$ cat src/rtl/seq_multiplier.sv
// Sequential shift-add multiplier: one partial product per clock, optional
// two's-complement operands, registered product held until the next completion.
module seq_multiplier #(
    parameter int unsigned WIDTH = 4
) (
    input  logic               clk,
    input  logic               reset,
    input  logic               start,
    input  logic               signed_mode,
    input  logic [WIDTH-1:0]   a_in,
    input  logic [WIDTH-1:0]   b_in,
    output logic [2*WIDTH-1:0] result,
    output logic               ready,
    output logic               done
);

    localparam int unsigned PW = 2 * WIDTH;
    localparam int unsigned CW = $clog2(WIDTH + 1);

    typedef enum logic [1:0] {
        IDLE,
        CALC,
        DONE
    } state_e;

    state_e          state_q, state_d;
    logic [PW-1:0]   mcand_q, mcand_d;
    logic [WIDTH-1:0] mplier_q, mplier_d;
    logic [PW-1:0]   acc_q, acc_d;
    logic [CW-1:0]   cnt_q, cnt_d;
    logic            sign_q, sign_d;
    logic [PW-1:0]   result_q, result_d;
    logic            ready_q, ready_d;
    logic            done_q, done_d;

    // Operand magnitudes; the most-negative value maps to 2^(WIDTH-1) unsigned.
    logic [WIDTH-1:0] a_mag_c, b_mag_c;
    always_comb begin
        a_mag_c = (signed_mode && a_in[WIDTH-1]) ? (~a_in + WIDTH'(1)) : a_in;
        b_mag_c = (signed_mode && b_in[WIDTH-1]) ? (~b_in + WIDTH'(1)) : b_in;
    end

    // Next-state and datapath; the multiplicand shifts left so each step adds
    // it at the current bit weight.
    always_comb begin
        state_d  = state_q;
        mcand_d  = mcand_q;
        mplier_d = mplier_q;
        acc_d    = acc_q;
        cnt_d    = cnt_q;
        sign_d   = sign_q;
        result_d = result_q;
        done_d   = 1'b0;

        case (state_q)
            IDLE: begin
                if (start) begin
                    mcand_d  = PW'(a_mag_c);
                    mplier_d = b_mag_c;
                    sign_d   = signed_mode & (a_in[WIDTH-1] ^ b_in[WIDTH-1]);
                    acc_d    = '0;
                    cnt_d    = CW'(WIDTH);
                    state_d  = CALC;
                end
            end
            CALC: begin
                if (mplier_q[0]) begin
                    acc_d = acc_q + mcand_q;
                end
                mcand_d  = mcand_q << 1;
                mplier_d = mplier_q >> 1;
                cnt_d    = cnt_q - CW'(1);
                if (cnt_q == CW'(1)) begin
                    state_d = DONE;
                end
            end
            DONE: begin
                result_d = sign_q ? (~acc_q + PW'(1)) : acc_q;
                done_d   = 1'b1;
                state_d  = IDLE;
            end
            default: begin
                state_d = IDLE;
            end
        endcase

        ready_d = (state_d == IDLE);
    end

    always_ff @(posedge clk) begin
        if (reset) begin
            state_q  <= IDLE;
            mcand_q  <= '0;
            mplier_q <= '0;
            acc_q    <= '0;
            cnt_q    <= '0;
            sign_q   <= 1'b0;
            result_q <= '0;
            ready_q  <= 1'b1;
            done_q   <= 1'b0;
        end else begin
            state_q  <= state_d;
            mcand_q  <= mcand_d;
            mplier_q <= mplier_d;
            acc_q    <= acc_d;
            cnt_q    <= cnt_d;
            sign_q   <= sign_d;
            result_q <= result_d;
            ready_q  <= ready_d;
            done_q   <= done_d;
        end
    end

    assign result = result_q;
    assign ready  = ready_q;
    assign done   = done_q;

endmodule

$ cat config.mk
export PLATFORM = sky130hd
export DESIGN_NAME = seq_multiplier
export DESIGN_NICKNAME = d
export VERILOG_FILES = /design/src/rtl/seq_multiplier.sv
export SDC_FILE = /design/constraint.sdc
export NUM_CORES = 1
export LEC_CHECK = 0
export CAP_MARGIN = 20
export CORE_AREA = 2 2 60 62
export CTS_CLUSTER_DIAMETER = 100
export DETAILED_ROUTE_END_ITERATION = 8
export DIE_AREA = 0 0 62 64
export DONT_BUFFER_PORTS = 1
export HOLD_SLACK_MARGIN = 0.03
export PLACE_DENSITY_LB_ADDON = 0.08
export SLEW_MARGIN = 20
export SYNTH_ARGS = -nofsm -noshare
export SYNTH_HDL_FRONTEND = slang
export SYNTH_SLANG_ARGS = --single-unit
$ cat constraint.sdc
create_clock -name clk -period 5.2 [get_ports clk]
set_input_delay 1.04 -clock clk [delete_from_list [all_inputs] [get_ports clk]]
set_output_delay 1.04 -clock clk [all_outputs]
set_load 0.005 [all_outputs]
==> metrics.txt, run 1 <==
# TYPE chip_impl_metric gauge
chip_impl_info{name="status",value="complete, no violations"} 1
chip_impl_metric{name="routed-wl-met2",unit="um"} 1710
chip_impl_metric{name="route.met3.wl",unit="um"} 133
chip_impl_metric{name="initial_core_util",unit=""} 0.578
chip_impl_metric{name="insertedDiodeCount",unit=""} 0
chip_impl_metric{name="cts.clk_slew.worst_paths",unit="ns"} 0.11
chip_impl_metric{name="syn_inst",unit=""} 215
chip_impl_metric{name="synth_seq_cells",unit=""} 36
chip_impl_info{name="unrepaired_setup_endpoints_after_global_routing",value="no"} 1
chip_impl_metric{name="synth_async_sr_flop_share",unit=""} 0
chip_impl_metric{name="max_freq",unit="GHz"} 0.538
chip_impl_metric{name="grt_start_max_net_pins",unit=""} 34
chip_impl_metric{name="grt_antenna_before_repair",unit=""} 0
chip_impl_metric{name="timing_max_transition_violations_final",unit=""} 0
chip_impl_metric{name="arrival_time_reported_for_the_critical_path_endpoint",unit="ns"} 2.09
chip_impl_metric{name="critical_path_required",unit="ns"} 5.43
chip_impl_metric{name="postCtsSetupBuffers",unit=""} 0
chip_impl_info{name="highest-signal-layer",value="met4"} 1
chip_impl_info{name="cp-start-kind",value="flop"} 1
chip_impl_metric{name="design.portCount",unit=""} 22
chip_impl_metric{name="drt_pass1_iterations",unit=""} 4
chip_impl_metric{name="final.setup.tns",unit="ns"} 0
chip_impl_metric{name="synth-warning-count",unit=""} 0
chip_impl_metric{name="antenna_violating_nets_post_route",unit=""} 0
chip_impl_info{name="top_ff_cell_synth",value="sky130_fd_sc_hd__dfxtp_1"} 1
chip_impl_metric{name="drt-initial-drc-count",unit=""} 84
chip_impl_metric{name="post_synth_mux_area_share",unit=""} 0.0330
chip_impl_metric{name="cts_inserted_buffers",unit=""} 5
chip_impl_metric{name="grt_pass1_wl",unit="um"} 6110
chip_impl_metric{name="number_of_buffers_inserted_by_port_buffering",unit=""} 0
chip_impl_metric{name="post_synth.cell_area_avg",unit="um2"} 8.83
chip_impl_metric{name="power_density",unit="nW/um2"} 260
chip_impl_metric{name="adder_and_majority_gate_portion_of_the_synthesized_area",unit=""} 0.0897
chip_impl_metric{name="floorplan_core_area",unit="um2"} 3280
chip_impl_metric{name="htreeDepth",unit=""} 2
chip_impl_info{name="cts_tree",value="yes"} 1
chip_impl_metric{name="netlist-cell-type-count",unit=""} 43
chip_impl_metric{name="synth_enable_flop_cells",unit=""} 0
chip_impl_metric{name="post_cts_hold_buffer_count",unit=""} 0
chip_impl_metric{name="finalClockSkew",unit="ns"} 0.00722
chip_impl_metric{name="area_growth",unit="%"} 3.10
chip_impl_info{name="criticalPathCategory",value="flop to flop"} 1
chip_impl_metric{name="detailroute.via_count",unit=""} 1431
chip_impl_metric{name="chipWidth",unit="um"} 62
chip_impl_metric{name="dieHeight",unit="um"} 64
chip_impl_info{name="hold_start",value="cnt_q[2]$_SDFFE_PP0P_"} 1
chip_impl_info{name="worst_hold_path_type",value="flop to flop"} 1
chip_impl_metric{name="final_weighted_congestion_in_routability_driven_placement",unit=""} 0.867
chip_impl_metric{name="final_layout_size_suffix_gt1_frac",unit=""} 0.0704
chip_impl_metric{name="synth_fp_nets",unit=""} 240
chip_impl_metric{name="design.final.nets",unit=""} 237
chip_impl_metric{name="timing_worst_slew_pin_value",unit="ns"} 0.734
chip_impl_metric{name="grt_pass1_vias",unit=""} 1398
chip_impl_metric{name="synth_simple_gate_area_share",unit=""} 0.177
chip_impl_metric{name="finalSetupViolCount",unit=""} 0
chip_impl_metric{name="critical_path.max_fanout",unit=""} 5
chip_impl_metric{name="standard_cell_rows",unit=""} 21
chip_impl_metric{name="final_critical_delay_including_setup_and_external_delays",unit="ns"} 1.86
chip_impl_metric{name="average_via_count_per_standard_cell",unit=""} 5.53
chip_impl_metric{name="finalHoldViolations",unit=""} 0
chip_impl_info{name="crit-reg2reg-launch",value="acc_q[0]$_SDFFE_PP0P_"} 1
chip_impl_metric{name="worst_slew_margin_rel",unit=""} 0.508
chip_impl_metric{name="grt-ovfl-total",unit=""} 0
chip_impl_metric{name="ys_seq_area_frac",unit=""} 0.380
chip_impl_metric{name="dpl.hpwl",unit="um"} 2620
chip_impl_metric{name="maxCapViolations",unit=""} 0
chip_impl_metric{name="preCtsSetupSlack",unit="ns"} 3.09
chip_impl_metric{name="clk-insertion-delay-late",unit="ns"} 0.34
chip_impl_metric{name="fin_crit_sh",unit=""} 0.357
chip_impl_info{name="startpoint",value="acc_q[0]$_SDFFE_PP0P_"} 1
chip_impl_metric{name="cts_buffer_depth",unit=""} 2
chip_impl_metric{name="clock_sinks",unit=""} 36
chip_impl_metric{name="met1_length",unit="um"} 1640
chip_impl_metric{name="synth_area",unit="um2"} 1900
chip_impl_metric{name="leakage_power",unit="nW"} 0.775
chip_impl_metric{name="floorplan.die_area",unit="um2"} 3970
chip_impl_metric{name="yosys.area_share.xor_xnor",unit=""} 0.0738
chip_impl_metric{name="all_layer_global_routing_usage",unit=""} 0.205
chip_impl_metric{name="cts.repair.resized",unit=""} 0
chip_impl_metric{name="drc",unit=""} 0
chip_impl_info{name="critical_path.endpoint_type",value="flop"} 1
chip_impl_metric{name="irDropWorstVdd",unit="V"} 0.000122
chip_impl_info{name="synth_top_family_by_area",value="compound AO/OA/AOI/OAI gates"} 1
chip_impl_metric{name="wl_per_cell",unit="um"} 13.6
chip_impl_info{name="master_cell_of_the_clock_root_buffer",value="sky130_fd_sc_hd__clkbuf_4"} 1
chip_impl_metric{name="post-route-worst-setup-slack",unit="ns"} 3.34
chip_impl_metric{name="compound_cell_area_share_of_the_yosys_netlist",unit=""} 0.193
chip_impl_metric{name="finalWirelength",unit="um"} 3520
[state kept, by name, indices dropped and copies added (netlist names)]
register and flops:
acc_q 8, mcand_q 8, result 8, mplier_q 4, cnt_q 3, state_q 2, done 1, ready 1
sign_q 1
[cells by family (layout without fill, tap and decap cells)]
| family | after synthesis | count (layout) |
|---|---|---|
| compound gates | 52 | 52 |
| xor+xnor | 16 | 16 |
| fa+ha+maj | 13 | 13 |
| buf+inv | 22 | 20 |
| flops | 36 | 36 |
| mux | 6 | 6 |
| simple gates | 70 | 70 |
[power by group]
part	leakage, nW	switching, mW	internal, mW
sequential	0.293	0.0111	0.286
combinational	0.449	0.0306	0.0247
clock	0.0326	0.0882	0.0667
total	0.775	0.130	0.378
[per-layer routing]
layer,vias to the layer above,GRT usage
met5,-,0
li1,745,-
met4,0,0.0904
met2,25,0.328
met3,4,0.0547
met1,657,0.251
[cells in the mapped netlist, types with 2 or more instances]
| master | n | area [um2] |
|---|---|---|
| sky130_fd_sc_hd__dfxtp_1 | 36 | 721 |
| sky130_fd_sc_hd__nor2_1 | 35 | 131 |
| sky130_fd_sc_hd__nand2_1 | 13 | 48.8 |
| sky130_fd_sc_hd__ha_1 | 12 | 150 |
| sky130_fd_sc_hd__inv_1 | 12 | 45.0 |
| sky130_fd_sc_hd__xor2_1 | 11 | 96.3 |
| sky130_fd_sc_hd__a21oi_1 | 10 | 50.1 |
| sky130_fd_sc_hd__o21ai_0 | 10 | 50.1 |
| sky130_fd_sc_hd__a211oi_1 | 8 | 60.1 |
| sky130_fd_sc_hd__a22oi_1 | 7 | 52.6 |
| sky130_fd_sc_hd__xnor2_1 | 5 | 43.8 |
| sky130_fd_sc_hd__buf_2 | 4 | 20.0 |
| sky130_fd_sc_hd__mux2i_1 | 4 | 40.0 |
| sky130_fd_sc_hd__nor2b_1 | 4 | 25.0 |
| sky130_fd_sc_hd__a222oi_1 | 3 | 30.0 |
| sky130_fd_sc_hd__a32oi_1 | 3 | 26.3 |
| sky130_fd_sc_hd__clkbuf_1 | 3 | 11.3 |
| sky130_fd_sc_hd__nand3_1 | 3 | 15.0 |
| sky130_fd_sc_hd__a21o_1 | 2 | 15.0 |
| sky130_fd_sc_hd__a31oi_1 | 2 | 12.5 |
| sky130_fd_sc_hd__buf_4 | 2 | 15.0 |
| sky130_fd_sc_hd__mux2_2 | 2 | 22.5 |
| sky130_fd_sc_hd__nand2b_1 | 2 | 12.5 |
| sky130_fd_sc_hd__o31ai_1 | 2 | 15.0 |
| sky130_fd_sc_hd__or3_1 | 2 | 12.5 |
[placed cells by master (no fill, tap or decap), types with 2 or more instances in the layout]
cell type / n
sky130_fd_sc_hd__a211oi_1: 8
sky130_fd_sc_hd__a21o_1: 2
sky130_fd_sc_hd__a21oi_1: 10
sky130_fd_sc_hd__a222oi_1: 3
sky130_fd_sc_hd__a22oi_1: 7
sky130_fd_sc_hd__a31oi_1: 2
sky130_fd_sc_hd__a32oi_1: 3
sky130_fd_sc_hd__clkbuf_1: 2
sky130_fd_sc_hd__clkbuf_4: 5
sky130_fd_sc_hd__dfxtp_1: 36
sky130_fd_sc_hd__ha_1: 12
sky130_fd_sc_hd__inv_1: 12
sky130_fd_sc_hd__mux2_2: 2
sky130_fd_sc_hd__mux2i_1: 4
sky130_fd_sc_hd__nand2_1: 13
sky130_fd_sc_hd__nand2b_1: 2
sky130_fd_sc_hd__nand3_1: 3
sky130_fd_sc_hd__nor2_1: 35
sky130_fd_sc_hd__nor2b_1: 4
sky130_fd_sc_hd__o21ai_0: 10
sky130_fd_sc_hd__o31ai_1: 2
sky130_fd_sc_hd__or3_1: 2
sky130_fd_sc_hd__xnor2_1: 5
sky130_fd_sc_hd__xor2_1: 11
[metrics by stage]
step	util	power (mW)	hold WS (ns)	area [um2]	instances
2_1_floorplan	-	0.354	0.453	1900	215
3_3_place_gp	0.578	0.356	0.466	1900	251
3_5_place_dp	0.578	0.359	0.490	1900	251
4_1_cts	0.596	0.516	0.514	1960	259
5_1_grt	0.596	0.539	0.539	1960	259
6_report	0.596	0.508	0.507	1960	259
[layout make-up]
cell class	instances	area [um2]
inverter	12	45.0
tap	46	57.6
fill	318	1330
sequential	36	721
multi-input combinational	157	1070
clock buffer	8	58.8
[worst paths after layout]
check	cells past startpoint	slack, ns	endpoint
setup / recovery	7	3.34	acc_q[6]$_SDFFE_PP0P_
hold / removal	2	0.51	state_q[0]$_SDFF_PP0_
setup reg to reg	7	3.34	acc_q[6]$_SDFFE_PP0P_
hold reg to reg	2	0.51	state_q[0]$_SDFF_PP0_
[critical path, cell delays in order, from the launching register on]
cell                      delay, ns
sky130_fd_sc_hd__dfxtp_1       0.37
sky130_fd_sc_hd__ha_1          0.22
sky130_fd_sc_hd__fa_1          0.40
sky130_fd_sc_hd__a21oi_1       0.23
sky130_fd_sc_hd__o21ai_0       0.13
sky130_fd_sc_hd__a21oi_1       0.18
sky130_fd_sc_hd__xor2_1        0.14
sky130_fd_sc_hd__o21ai_0       0.08
Power figures use the tool's default switching activity.
==> inputs of run 2 (changes only) <==
==> constraint.sdc (replaced) <==
create_clock -name clk -period 1.9 [get_ports clk]
set_input_delay 0.38 -clock clk [delete_from_list [all_inputs] [get_ports clk]]
set_output_delay 0.38 -clock clk [all_outputs]
set_load 0.005 [all_outputs]
==> run 2 against run 1 <==
Net effect: critical path depth unchanged; wire length up 2.0%; via count is 4.0% higher; count of clock-buffer cells in the layout shrank 1.
==> metrics.txt, run 2 (same netlist as run 1, synthesis figures left out) <==
# TYPE chip_impl_metric gauge
chip_impl_metric{name="final_critical_delay_including_setup_and_external_delays",unit="ns"} 1.70
chip_impl_metric{name="arrival_time_reported_for_the_critical_path_endpoint",unit="ns"} 1.93
chip_impl_metric{name="grt_antenna_before_repair",unit=""} 0
chip_impl_metric{name="clockPowerShare",unit=""} 0.316
chip_impl_metric{name="critical_path_required",unit="ns"} 2.13
chip_impl_metric{name="all_layer_global_routing_usage",unit=""} 0.211
chip_impl_metric{name="design.final.nets",unit=""} 241
chip_impl_metric{name="critical_path.max_fanout",unit=""} 3
chip_impl_info{name="leading_cell_type_in_the_layout_fill_and_taps_excluded",value="sky130_fd_sc_hd__dfxtp_1"} 1
chip_impl_metric{name="finalWirelength",unit="um"} 3590
chip_impl_metric{name="area_growth",unit="%"} 5.34
chip_impl_metric{name="power_density",unit="nW/um2"} 713
chip_impl_info{name="critical_path.endpoint_type",value="flop"} 1
chip_impl_metric{name="netSwitchingPower",unit="uW"} 358
chip_impl_metric{name="drt_pass1_iterations",unit=""} 4
chip_impl_metric{name="average_via_count_per_standard_cell",unit=""} 5.68
chip_impl_info{name="globalRoute.busiestLayer",value="met2"} 1
chip_impl_info{name="cts_tree",value="yes"} 1
chip_impl_metric{name="final.setup.tns",unit="ns"} 0
chip_impl_metric{name="irDropWorstVdd",unit="V"} 0.000384
chip_impl_info{name="criticalPathCategory",value="flop to flop"} 1
chip_impl_metric{name="insertedDiodeCount",unit=""} 0
chip_impl_metric{name="power_frac_seq",unit=""} 0.571
chip_impl_metric{name="worst_slew_margin_rel",unit=""} 0.652
chip_impl_metric{name="globalRouteMet1Util",unit=""} 0.271
chip_impl_info{name="unrepaired_setup_endpoints_after_global_routing",value="no"} 1
chip_impl_metric{name="final_weighted_congestion_in_routability_driven_placement",unit=""} 0.837
chip_impl_metric{name="drc",unit=""} 0
chip_impl_metric{name="drt-initial-drc-count",unit=""} 72
chip_impl_metric{name="initial_core_util",unit=""} 0.578
chip_impl_metric{name="dpl.hpwl",unit="um"} 2700
chip_impl_info{name="worst_hold_path_type",value="primary input to flop"} 1
chip_impl_metric{name="grt-ovfl-total",unit=""} 0
chip_impl_metric{name="floorplan_core_area",unit="um2"} 3280
chip_impl_metric{name="grt_use_met2",unit=""} 0.318
chip_impl_metric{name="finalClockSkew",unit="ns"} 0.00218
chip_impl_metric{name="grt.met3_usage",unit=""} 0.0729
chip_impl_metric{name="detailroute.via_count",unit=""} 1488
chip_impl_info{name="most-common-layout-cells",value="sky130_fd_sc_hd__dfxtp_1, sky130_fd_sc_hd__nor2_1, sky130_fd_sc_hd__nand2_1, sky130_fd_sc_hd__inv_1, sky130_fd_sc_hd__ha_1"} 1
chip_impl_metric{name="wl_per_cell",unit="um"} 13.7
chip_impl_metric{name="postCtsSetupBuffers",unit=""} 0
chip_impl_metric{name="post_cts_hold_buffer_count",unit=""} 0
chip_impl_info{name="cp-start-kind",value="flop"} 1
chip_impl_metric{name="finalHoldViolations",unit=""} 0
chip_impl_metric{name="finalPower",unit="mW"} 1.43
chip_impl_metric{name="timing_worst_slew_pin_value",unit="ns"} 0.520
chip_impl_metric{name="leakage_power",unit="nW"} 0.799
chip_impl_metric{name="finalSetupViolCount",unit=""} 0
chip_impl_metric{name="clock_sinks",unit=""} 36
chip_impl_metric{name="grt_pass1_wl",unit="um"} 6280
chip_impl_metric{name="clk-insertion-delay-late",unit="ns"} 0.34
chip_impl_metric{name="maxCapViolations",unit=""} 0
chip_impl_metric{name="timing_max_transition_violations_final",unit=""} 0
chip_impl_metric{name="dieHeight",unit="um"} 64
chip_impl_metric{name="p_int",unit="mW"} 1.07
chip_impl_info{name="master_cell_of_the_clock_root_buffer",value="sky130_fd_sc_hd__clkbuf_4"} 1
chip_impl_metric{name="design.portCount",unit=""} 22
chip_impl_metric{name="antenna_violating_nets_post_route",unit=""} 0
chip_impl_metric{name="grt_pass1_vias",unit=""} 1463
chip_impl_metric{name="htreeDepth",unit=""} 2
chip_impl_metric{name="grt_start_max_net_pins",unit=""} 34
chip_impl_metric{name="cts.clk_slew.worst_paths",unit="ns"} 0.10
chip_impl_metric{name="floorplan.die_area",unit="um2"} 3970
chip_impl_metric{name="holdWs",unit="ns"} 0.0991
chip_impl_metric{name="pwr-share-comb",unit=""} 0.113
chip_impl_metric{name="cts.repair.resized",unit=""} 0
chip_impl_metric{name="cts_buffer_depth",unit=""} 2
chip_impl_metric{name="reg2reg_slack",unit="ns"} 0.20
chip_impl_metric{name="max_freq",unit="GHz"} 0.588
chip_impl_metric{name="cts_inserted_buffers",unit=""} 5
chip_impl_info{name="status",value="complete, no violations"} 1
chip_impl_metric{name="fin_crit_sh",unit=""} 0.896
chip_impl_metric{name="chipWidth",unit="um"} 62
chip_impl_metric{name="number_of_buffers_inserted_by_port_buffering",unit=""} 0
chip_impl_metric{name="power.switching_fraction",unit=""} 0.251
chip_impl_metric{name="standard_cell_rows",unit=""} 21
chip_impl_metric{name="final_layout_size_suffix_gt1_frac",unit=""} 0.102
-- run 2: cell count changes in the layout (fill, tap and decap cells not counted) --
cell and delta:
sky130_fd_sc_hd__clkbuf_8 +1, sky130_fd_sc_hd__a21oi_2 +1, sky130_fd_sc_hd__fa_1 -1, sky130_fd_sc_hd__buf_4 +4, sky130_fd_sc_hd__fa_2 +1, sky130_fd_sc_hd__a21oi_1 -1
sky130_fd_sc_hd__clkbuf_1 -2
-- run 2: layout make-up --
type                            instances  area [um2]
Fill cell                             301        1280
Multi-Input combinational cell        157        1080
Sequential cell                        36         721
Clock buffer                            7        65.1
Tap cell                               46        57.6
Inverter                               12        45.0
Timing Repair Buffer                    4        30.0
-- run 2: metal layers --
metal  vias to the layer above  part of all wire
met5                         -                 0
met4                         0             0.022
met3                         7             0.047
met2                        35              0.46
met1                       692              0.47
li1                        754                 -
-- run 2: worst paths after layout --
kind	start	endpoint	cells past startpoint
min reg2reg	cnt_q[0]$_SDFFE_PP0P_	cnt_q[0]$_SDFFE_PP0P_	1
max reg2reg	mcand_q[0]$_SDFFE_PP0P_	acc_q[6]$_SDFFE_PP0P_	7
max	mcand_q[0]$_SDFFE_PP0P_	acc_q[6]$_SDFFE_PP0P_	7
min	reset	mplier_q[1]$_SDFFE_PP0P_	1
-- run 2: worst max-delay path, cell delays in order (launching register included) --
cell                      delay [ns]
sky130_fd_sc_hd__dfxtp_1        0.34
sky130_fd_sc_hd__ha_1           0.23
sky130_fd_sc_hd__fa_2           0.37
sky130_fd_sc_hd__a21oi_2        0.16
sky130_fd_sc_hd__o21ai_0        0.11
sky130_fd_sc_hd__a21oi_1        0.16
sky130_fd_sc_hd__xor2_1         0.15
sky130_fd_sc_hd__o21ai_0        0.08
-- run 2: through the flow --
stage,instance area [um2],setup slack [ns],std cells,util
after global placement,1930,0.164,255,0.587
after detailed placement,1930,0.137,255,0.587
after global routing,2000,0.0386,262,0.609
after floorplan,1900,0.239,215,-
after CTS,1990,0.118,262,0.607
final,2000,0.198,262,0.609
-- run 2: power groups by stage --
| stage | clock (mW) | sequential (mW) | combinational (mW) |
|---|---|---|---|
| finish | 0.451 | 0.814 | 0.161 |
| global route | 0.514 | 0.819 | 0.184 |
| CTS | 0.470 | 0.814 | 0.161 |
| detailed placement | 0 | 0.831 | 0.160 |
| global placement | 0 | 0.829 | 0.153 |
| floorplan | 0 | 0.821 | 0.147 |
